`src/rtl/seg7_pkg.sv`:
```
// seg7_pkg: shared state type and active-high hex segment patterns for the scan driver.
package seg7_pkg;
  typedef enum logic [1:0] {IDLE, BLANK, SHOW} state_t;
  localparam logic [6:0] SEG_0 = 7'h3F;
  localparam logic [6:0] SEG_1 = 7'h06;
  localparam logic [6:0] SEG_2 = 7'h5B;
  localparam logic [6:0] SEG_3 = 7'h4F;
  localparam logic [6:0] SEG_4 = 7'h66;
  localparam logic [6:0] SEG_5 = 7'h6D;
  localparam logic [6:0] SEG_6 = 7'h7D;
  localparam logic [6:0] SEG_7 = 7'h07;
  localparam logic [6:0] SEG_8 = 7'h7F;
  localparam logic [6:0] SEG_9 = 7'h6F;
  localparam logic [6:0] SEG_A = 7'h77;
  localparam logic [6:0] SEG_B = 7'h7C;
  localparam logic [6:0] SEG_C = 7'h39;
  localparam logic [6:0] SEG_D = 7'h5E;
  localparam logic [6:0] SEG_E = 7'h79;
  localparam logic [6:0] SEG_F = 7'h71;
  function automatic logic [6:0] hex_to_seg(input logic [3:0] h);
    logic [6:0] s;
    case (h)
      4'h0: s = SEG_0;
      4'h1: s = SEG_1;
      4'h2: s = SEG_2;
      4'h3: s = SEG_3;
      4'h4: s = SEG_4;
      4'h5: s = SEG_5;
      4'h6: s = SEG_6;
      4'h7: s = SEG_7;
      4'h8: s = SEG_8;
      4'h9: s = SEG_9;
      4'hA: s = SEG_A;
      4'hB: s = SEG_B;
      4'hC: s = SEG_C;
      4'hD: s = SEG_D;
      4'hE: s = SEG_E;
      default: s = SEG_F;
    endcase
    return s;
  endfunction
endpackage

```
`src/rtl/seg7_scan_driver_sync_edge_det.sv`:
```
// sync_edge_det: two-flop synchroniser with a one-cycle rising-edge pulse.
module sync_edge_det (
  input  logic clk,
  input  logic rst,
  input  logic din,
  output logic rise
);
  logic s1, s2, prev;
  always_ff @(posedge clk) begin
    if (rst) begin
      s1 <= 1'b0;
      s2 <= 1'b0;
      prev <= 1'b0;
    end else begin
      s1 <= din;
      s2 <= s1;
      prev <= s2;
    end
  end
  assign rise = s2 & ~prev;
endmodule

```
`src/rtl/seg7_scan_driver.sv`:
```
// seg7_scan_driver: multiplexes a hex value onto a 7-segment display, one digit per scanClk edge.
module seg7_scan_driver
  import seg7_pkg::*;
#(
  parameter int DIGITS       = 4,
  parameter int BLANK_CYCLES = 16,
  parameter bit ACTIVE_LOW   = 1'b1,
  parameter bit LZ_SUPPRESS  = 1'b1
) (
  input  logic                  bigClk,
  input  logic                  reset,
  input  logic                  scanClk,
  input  logic [4*DIGITS-1:0]   value_i,
  input  logic                  load_valid,
  output logic                  load_ready,
  output logic [6:0]            seg,
  output logic [DIGITS-1:0]     an,
  output logic                  frame_start
);
  localparam int IW = $clog2(DIGITS);
  localparam int CW = BLANK_CYCLES > 1 ? $clog2(BLANK_CYCLES) : 1;
  logic tick;
  state_t state, state_n;
  logic [CW-1:0] cnt, cnt_n;
  logic [IW-1:0] idx, idx_n;
  logic [4*DIGITS-1:0] disp, disp_n, pend;
  logic pend_full, cap, wrap, frame, swap, on;
  logic [DIGITS-1:0] vis, an_hi;
  logic [6:0] seg_hi;
  logic [3:0] nib;
  sync_edge_det u_sync (
    .clk(bigClk),
    .rst(reset),
    .din(scanClk),
    .rise(tick)
  );
  always_comb begin
    cap = load_valid && load_ready;
    wrap = idx == IW'(DIGITS - 1);
    frame = tick && (state == IDLE || (state == SHOW && wrap));
    swap = frame && pend_full;
    state_n = state == BLANK ? (cnt == CW'(BLANK_CYCLES - 1) ? SHOW : BLANK) : (tick ? BLANK : state);
    cnt_n = (state == BLANK && cnt != CW'(BLANK_CYCLES - 1)) ? cnt + CW'(1) : '0;
    idx_n = frame ? '0 : (state == SHOW && tick) ? idx + IW'(1) : idx;
    disp_n = swap ? pend : disp;
  end
  // Visibility looks at the value being shown next cycle so a swap never shows a stale mask.
  always_comb begin
    vis = '0;
    for (int i = 0; i < DIGITS; i++)
      vis[i] = !LZ_SUPPRESS || i == 0 || (|(disp_n >> (4 * i)));
    nib = disp_n[4*idx_n +: 4];
    on = state_n == SHOW && vis[idx_n];
    seg_hi = on ? hex_to_seg(nib) : '0;
    an_hi = on ? DIGITS'(1) << idx_n : '0;
  end
  always_ff @(posedge bigClk) begin
    if (reset) begin
      state <= IDLE;
      cnt <= '0;
      idx <= '0;
      disp <= '0;
      pend <= '0;
      pend_full <= 1'b0;
      load_ready <= 1'b1;
      frame_start <= 1'b0;
      seg <= {7{ACTIVE_LOW}};
      an <= {DIGITS{ACTIVE_LOW}};
    end else begin
      state <= state_n;
      cnt <= cnt_n;
      idx <= idx_n;
      disp <= disp_n;
      pend <= cap ? value_i : pend;
      pend_full <= cap | (pend_full & ~swap);
      // Ready rises one cycle after the swap empties the pending slot.
      load_ready <= ~pend_full & ~cap;
      frame_start <= frame;
      seg <= seg_hi ^ {7{ACTIVE_LOW}};
      an <= an_hi ^ {DIGITS{ACTIVE_LOW}};
    end
  end
endmodule
```
`config.mk`:
```
export PLATFORM = sky130hd
export DESIGN_NAME = seg7_scan_driver
export DESIGN_NICKNAME = d
export VERILOG_FILES = /design/src/rtl/seg7_pkg.sv /design/src/rtl/seg7_scan_driver_sync_edge_det.sv /design/src/rtl/seg7_scan_driver.sv
export SDC_FILE = /design/constraint.sdc
export NUM_CORES = 1
export LEC_CHECK = 0
export CAP_MARGIN = 10
export CORE_UTILIZATION = 58
export CTS_CLUSTER_DIAMETER = 120
export DETAILED_ROUTE_END_ITERATION = 8
export GPL_ROUTABILITY_DRIVEN = 0
export HOLD_SLACK_MARGIN = 0.03
export PLACE_DENSITY_LB_ADDON = 0.12
export RECOVER_POWER = 50
export SETUP_SLACK_MARGIN = 0.1
export SYNTH_ARGS = -nofsm -noshare
export SYNTH_HDL_FRONTEND = slang
export SYNTH_SLANG_ARGS = --single-unit
```
`constraint.sdc`:
```
create_clock -name bigClk -period 6.9 [get_ports bigClk]
set_input_delay 1.035 -clock bigClk [delete_from_list [all_inputs] [get_ports bigClk]]
set_output_delay 1.035 -clock bigClk [all_outputs]
set_load 0.01 [all_outputs]
```
; Word-level counts from Yosys, hierarchy flattened
; Memories as Yosys holds them, arrays and structs flattened.
; Cells that the tools add are included.
[totals]
register_bits = 57
rom_bits = 112
inputBits = 20
output_inout_bits = 13
wordCells = 59
n_memories = 1
[mem_list]
columns = memory, depth, word_bits, read_ports, rd_ports_with_merged_regs, wr, line_no
row1 = (name not given), 16, 7, 1, 0, 0, seg7_pkg.sv:22  ; case (h)
[op_classes]
addsub = 2
order_cmp = 1
eq_ne = 6
shift = 2
mux = 10
bitwise = 11
reduce_logical = 13
[op_table]
columns = cell, count
row1 = 16-bit two-way mux, 1
row2 = 16-bit by 5-bit variable part select with 4-bit output, 1
row3 = 12-bit OR reduction, 1
row4 = 2-bit two-way mux, 5
row5 = 8-bit OR reduction, 1
row6 = 1-bit logical AND, 7
row7 = 7-bit two-way mux, 1
row8 = 7-bit NOT, 1
row9 = "2-bit == test, second input constant", 3
row10 = 1-bit NOT, 5
row11 = "4-bit by 1-bit adder with 4-bit output, second input constant", 1
row12 = "4-bit == test, second input constant", 1
row13 = 4-bit two-way mux, 1
row14 = "4-bit inequality test, second input constant", 1
row15 = 4-bit NOT, 1
row16 = 4-bit OR reduction, 1
row17 = "1-bit by 2-bit << shifter with 4-bit output, first input constant", 1
row18 = 1-bit bitwise AND, 3
row19 = "2-bit by 3-bit less-than comparator with 1-bit output, second input constant", 1
row20 = "2-bit by 1-bit adder with 2-bit output, second input constant", 1
row21 = 1-bit binary-select mux with 2-bit select, 1
row22 = "2-bit by 1-bit == test with 1-bit output, second input constant", 1
row23 = 2-bit logical NOT, 1
row24 = 2-bit OR reduction, 1
row25 = other kinds (3), 3

; Depth between registers and ports, before layout
; Gate-level depths: netlist (run 1).
[depth]
ltp_word = 12
ltp_mapped = 12

; Modules after synthesis
; Synthesis (run 1) repeated with hierarchy kept, for this count alone.
[hier_totals]
hier_cells = 289
hier_area_um2 = 2506.2
[by_module_without_submodules]
columns = module, n_inst, cells_each, area_per_inst_um2, seq_area_each_um2
row1 = seg7_scan_driver, 1, 282, 2418.6, 1081.0
row2 = sync_edge_det, 1, 7, 87.6, 60.1

; Worst setup path after synthesis (run 1)
; Ideal clock, no wire load.
[synth_timing]
kind = register to register
startpoint = register state[0]
endpoint = register seg[1]
setup_ns = 0.122
t_arrival_ns = 2.691
required_time_ns = 6.778
slack_ns = 4.087
stages_incl_launch_ff = 9
cell_sequence = dfxtp_1 > nor3b_2 > mux2i_1 > clkbuf_1 > a221oi_1 > a211oi_1 > inv_1 > ha_1 > a221o_1
[synth_between]
elab_chain_len = 12
elab_cells_between_ends = 24
[synth_rtl]
columns = item, line_no
row1 = start: declaration, seg7_scan_driver.sv:23  ; state_t state, state_n;
row2 = start signal: assignment, seg7_scan_driver.sv:70  ; state <= state_n;
row3 = branches (longest 10 deep; another with memory 16 x 7 bit), -
row4 = 7-bit two-way mux (*), seg7_scan_driver.sv:54  ; seg_hi = on ? hex_to_seg(nib) : '0;
row5 = 7-bit NOT (no line) (*), -
row6 = end signal: assignment, seg7_scan_driver.sv:67  ; seg <= {7{ACTIVE_LOW}};
row7 = end signal: assignment, seg7_scan_driver.sv:79  ; seg <= seg_hi ^ {7{ACTIVE_LOW}};
row8 = end: declaration, seg7_scan_driver.sv:16  ; output logic [6:0] seg,
; Mark *: on every way between the ends. The select of a mux whose other input is x is not followed.
; A chain may end at the register's enable or synchronous reset.

==> results of run 1 <==
[where the power goes]
group	leakage, nW	internal [W]	switching (W)	total [W]
Combinational	0.545	0.0000218	0.0000250	0.0000468
Sequential	0.464	0.000338	0.00000643	0.000345
Clock	0.0875	0.000154	0.000117	0.000271
Total	1.10	0.000514	0.000148	0.000662
[metal layers]
layer | GRT usage [%] | part of all wire (%) | vias up
met5 | 0 | 0 | -
met4 | 15.7 | 2.1 | 0
met3 | 6.08 | 5.1 | 11
met2 | 40.1 | 48 | 64
met1 | 31.2 | 44 | 931
li1 | - | - | 1045
[cell type report]
class	count	area, µm²	share of cell area, %
inverters	7	26.3	0.888
well taps	50	62.6	2.12
multi-input cells	204	1230	41.8
clock buffers	13	169	5.71
flip-flops and latches	57	1140	38.6
repair buffers	33	324	11.0
[stage by stage]
stage	hold slack, ns	area, µm²
global route	0.456	2960
CTS	0.446	2960
floorplan	0.414	2460
finish	0.440	2960
detailed placement	0.427	2790
global placement	0.428	2790
[placed cells by master, fill, tap and decap left out, types with 3 or more instances in the layout]
| cell | synthesis | routed |
|---|---|---|
| clkdlybuf4s50_1 | 0 | 31 |
| nor2_1 | 15 | 15 |
| nand2_1 | 64 | 64 |
| a211oi_1 | 3 | 3 |
| o221ai_1 | 3 | 3 |
| mux2i_1 | 8 | 8 |
| a21oi_1 | 38 | 38 |
| dfxtp_1 | 57 | 57 |
| nor3_1 | 6 | 6 |
| nand2b_1 | 3 | 3 |
| nand3_1 | 5 | 5 |
| inv_1 | 7 | 7 |
| clkbuf_8 | 0 | 12 |
| ha_1 | 8 | 8 |
| nor2b_1 | 4 | 4 |
[path summary, 6_finish.rpt]
kind / to / slack, ns / startpoint / cells past startpoint
setup / recovery: an[2] / 3.37 / reset / 6
hold / removal: u_sync.s2 / 0.44 / u_sync.s1 / 1
setup reg to reg: seg[3] / 3.39 / state[0] / 9
hold reg to reg: u_sync.s2 / 0.44 / u_sync.s1 / 1
[state kept, by name, summed over array words and instances, names as in the netlist, 2 cells and up]
name,cells
disp,16
pend,16
seg,7
an,4
cnt,4
idx,2
state,2
[cell families (layout without fill, tap and decap cells)]
logic type                 Yosys count  count (layout)
and+or+nand+nor                    118             118
AOI/OAI and AO/OA                   65              65
DFF                                 57              57
buffers and inverters               21              53
muxes                               10              10
adders and majority gates            8               8
xor gates and xnor gates             3               3
==> flow_summary.toml, run 1 <==
[die]
coreArea_um2 = 4030
die_w_um = 67.2
start_util_pct = 61.1
dieArea_um2 = 4510
die_y_um = 67.2
ios = 33
rows = 23

[placed_design]
port-buffer-count = 32
numPlacedInstances = 351
dpl.hpwl_um = 3430
pre_cts_ws_ns = 3.41

[logic_synthesis]
async_reset_ff_share_pct = 0
synth_edf_count = 0
synthDistinctLibCells = 52
ys_seq_area_share_pct = 46.3
yosysTopAreaCell = "dfxtp_1"
syn-num-nets = 310
ys_top_cells_by_area = "dfxtp_1, nand2_1, a21oi_1"
yosysWarningCount = 0
synthTopCellsByCount = "nand2_1, dfxtp_1, a21oi_1"
yosys.area_share.simple_pct = 23.2
syn_avg_cell_area_um2 = 8.74
synth_cells = 282
ys.flop_type = "dfxtp_1"
synth_area_um2 = 2460
synth_top_area_share_pct = 46.3
muxShareOfSynthArea_pct = 4.42
yosysMostFrequentCell = "nand2_1"
synth_compound_area_share_pct = 17.4
synth_top_family_by_area = "simple AND/OR/NAND/NOR gates"
synth_fa_ha_area_share_pct = 4.06
ys_ff_latch = 57
synth_xor_xnor_area_share_pct = 1.07

[worst_setup_path]
cp_slowest_cell = "clkbuf_1"
worstSetupStartpointType = "input port"
cp.required_ns = 7.17
arrival_ns = 3.80
crit_family = "buffers and inverters"
path_cells = "dlygate4sd3_1 > clkbuf_1 > nor2_1 > o31a_1 > inv_1 > or3_1"
end_kind = "register"
cp_max_fo = 44
timing_worst_setup_path_type = "in2reg"
critPathMaxStageDelay_ns = 1.36
path_buf_inv = 3

[timing]
skew_ns = 0.00558
slew_headroom_pct = -26.6
finalCritPeriodShare_pct = 51.1
rsz0062_at_grt = "false"
tns_ns = 0
fmax_ghz = 0.283
setup_viol = 0
drv_slew = 45
worst_slack_ns = 3.37
final-hold-violation-count = 0
fin_crit_ns = 3.53
worst_pin_slew_ns = 1.90

[clock_tree]
cts.htree.levels = 3
clock_sinks = 57
root_buffer = "clkbuf_8"
clk_pin_slew_ns = 0.06
post_cts_resized = 0
cts_max_path_buffers = 2
cts_tree = "built"
postCtsSetupBuffers = 0
clkLatencyLatePin_ns = 0.33
ctsHoldBuffers = 0
cts_buffers = 9

[global_routing]
grt_pass1_vias = 1925
antenna_found_initial = 0
track_usage_pct = 25.5
grt_max_degree = 45
grt_overflow = 0
grt_pass1_wl_um = 8430

[run_status]
violations = "capacitance limit, slew limit"
status = "complete, but fails checks"

[final_layout]
n_antenna_cell = 0
fin_cells = 364
nFillCells = 313
area_delta_synth_final_pct = 20.1
drive_gt1_share_pct = 6.69
final_nets = 340
fin_util_pct = 73.4

[drt]
antenna_left = 0
first_pass_iters = 4
vias = 2051
drc_errors = 0
drt_iter0_drc = 195
via_per_inst = 5.63
routed_wl_um = 5030
wl_per_cell_um = 13.8

[power_and_ir_drop]
power_density_nw_per_um2 = 224
p_leak_nw = 1.10
ir_drop_v = 0.000180
power_w = 0.000662

[min_path]
holdCritPathClass = "reg2reg"

[flow_run]
drv_cap = 1
No activity file was read; power rests on OpenSTA's default activity.
==> inputs of run 2 (changes only) <==
--- a/config.mk
+++ b/config.mk
@@ -6,7 +6,7 @@
 export NUM_CORES = 1
 export LEC_CHECK = 0
 export CAP_MARGIN = 10
-export CORE_UTILIZATION = 58
+export CORE_UTILIZATION = 54
 export CTS_CLUSTER_DIAMETER = 120
 export DETAILED_ROUTE_END_ITERATION = 8
 export GPL_ROUTABILITY_DRIVEN = 0
==> constraint.sdc (replaced) <==
create_clock -name bigClk -period 3.5 [get_ports bigClk]
set_input_delay 0.525 -clock bigClk [delete_from_list [all_inputs] [get_ports bigClk]]
set_output_delay 0.525 -clock bigClk [all_outputs]
set_load 0.01 [all_outputs]
==> run 2 against run 1 <==
Cell count rose by 2.7%. Die area increased by 7.2%. Largest power group is now the clock network. Sequential power is 97% higher. Sequential cell count stayed put. Sequential share of layout area is 1.3 points lower. Worst hold slack improved by 0.012 ns. The flow still finishes with violations (capacitance limit, slew limit). Combinational power grew 100%. Clock skew up 0.0012 ns. Register-to-register slack worse by 2.8 ns.
==> flow_summary.toml, run 2 (synthesis gave the netlist of run 1 again) <==
[run_status]
status = "complete, but fails checks"
violations = "capacitance limit, slew limit"

[worst_setup_path]
cp_max_fo = 13
cp_slowest_cell = "a2111oi_4"
critPathMaxStageDelay_ns = 0.80
timing_worst_setup_path_type = "reg2reg"
cp.required_ns = 3.76
path_buf_inv = 0
arrival_ns = 3.20
path_cells = "ha_1 > nor3b_1 > mux2i_2 > mux2i_1 > a2111oi_4 > nand2b_1 > a21oi_1 > o31ai_1"
rr_worst_depth = 8
crit_family = "compound AO/OA/AOI/OAI gates"
cp.depth = 8
end_kind = "register"
worstSetupStartpointType = "register"

[timing]
worst_pin_slew_ns = 1.87
setup_viol = 0
fin_crit_ns = 2.95
drv_slew = 44
slew_headroom_pct = -24.9
final-hold-violation-count = 0
finalCritPeriodShare_pct = 84.2
rsz0062_at_grt = "false"
skew_ns = 0.00680
fmax_ghz = 0.340
tns_ns = 0

[min_path]
worstHoldPathCells = 1
holdCritPathClass = "reg2reg"

[drt]
wl_per_cell_um = 13.2
first_pass_iters = 4
met3_length_um = 206
routed.top_layer = "met4"
wl_met2_um = 2240
wl_met1_um = 2370
drc_errors = 0
vias = 2073
via_per_inst = 5.54
routed_wl_um = 4950
drt_iter0_drc = 168
antenna_left = 0

[power_and_ir_drop]
p_sw_w = 0.000326
p_leak_nw = 1.14
clock_power_share_pct = 47.5
p_comb_share_pct = 6.4
seq_power_share_pct = 46.1
power.internal_w = 0.00115
power_density_nw_per_um2 = 482
switching_share_pct = 22.1
ir_drop_v = 0.000383

[final_layout]
layout_commonest_cell = "nand2_1"
area_delta_synth_final_pct = 24.1
final_nets = 345
regArea_um2 = 1140
n_antenna_cell = 0
nFillCells = 379
fin_cells = 374
top_regs = "disp (16), pend (16), seg (7)"
drive_gt1_share_pct = 9.32
fin_area_um2 = 3060
final_cell_mix = "nand2_1, dfxtp_1, a21oi_1"
multi_input_area_um2 = 1230

[die]
ios = 33
coreArea_um2 = 4380
dieArea_um2 = 4840
die_y_um = 69.5
rows = 24
die_w_um = 69.5
start_util_pct = 56.2

[global_routing]
antenna_found_initial = 0
grt_max_degree = 44
track_usage_pct = 22.7
grt_pass1_vias = 1850
grt_pass1_wl_um = 8500
grt_overflow = 0

[clock_tree]
cts.htree.levels = 3
root_buffer = "clkbuf_8"
ctsHoldBuffers = 0
clock_sinks = 57
cts_tree = "built"
postCtsSetupBuffers = 0
cts_max_path_buffers = 2
post_cts_resized = 0
clk_pin_slew_ns = 0.06
cts_buffers = 9
clkLatencyLatePin_ns = 0.34

[placed_design]
numPlacedInstances = 358
place_area_um2 = 2830
dpl.hpwl_um = 3320
port-buffer-count = 32

[flow_run]
drv_cap = 1
## run 2: cell count changes in the layout (fill, tap and decap cells not counted), moves of 2 or more
cell             delta
buf_4               +5
bufinv_16           +2
clkdlybuf4s50_1     -3
clkinv_2            +2
dlygate4sd3_1       +3
## run 2: final cells by class
class | instances | share of cell area [%]
Sequential cell | 57 | 37.3
Clock buffer | 11 | 4.95
Clock inverter | 5 | 2.54
Tap cell | 52 | 2.13
Inverter | 7 | 0.859
Multi-Input combinational cell | 204 | 40.4
Timing Repair Buffer | 38 | 11.8
## run 2: power by group through the flow
stage | Sequential (W) | Combinational, W | Clock [W]
final | 0.000679 | 0.0000943 | 0.000700
after global routing | 0.000681 | 0.000107 | 0.000734
after CTS | 0.000679 | 0.0000950 | 0.000706
after detailed placement | 0.000693 | 0.0000944 | 0
after global placement | 0.000693 | 0.0000930 | 0
after floorplan | 0.000690 | 0.0000583 | 0
## run 2: final timing paths
| check | slack (ns) | end | start |
|---|---|---|---|
| setup reg to reg | 0.55 | seg[0] | idx[0] |
| hold / removal | 0.45 | u_sync.s2 | u_sync.s1 |
| setup / recovery | 0.55 | seg[0] | idx[0] |
| hold reg to reg | 0.45 | u_sync.s2 | u_sync.s1 |
## run 2: worst reg2reg max path: stages, from the launching register on
cell and delay [ns]:
dfxtp_1 0.45, ha_1 0.27, nor3b_1 0.09, mux2i_2 0.47, mux2i_1 0.21, a2111oi_4 0.80
nand2b_1 0.28, a21oi_1 0.10, o31ai_1 0.18
## run 2: per-layer routing
metal | GRT usage [%] | vias up
met4 | 11.6 | 0
met2 | 33.2 | 59
met5 | 0 | -
met3 | 6.10 | 14
li1 | - | 1054
met1 | 30.7 | 946
## run 2: through the flow
stage / hold WS, ns / power [W] / util (%) / setup slack, ns
2_1_floorplan: 0.414 / 0.000748 / - / 0.687
3_3_place_gp: 0.421 / 0.000786 / 64.6 / 0.712
3_5_place_dp: 0.427 / 0.000787 / 64.6 / 0.597
4_1_cts: 0.454 / 0.00148 / 69.8 / 0.592
5_1_grt: 0.477 / 0.00152 / 69.7 / 0.276
6_report: 0.452 / 0.00147 / 69.7 / 0.555
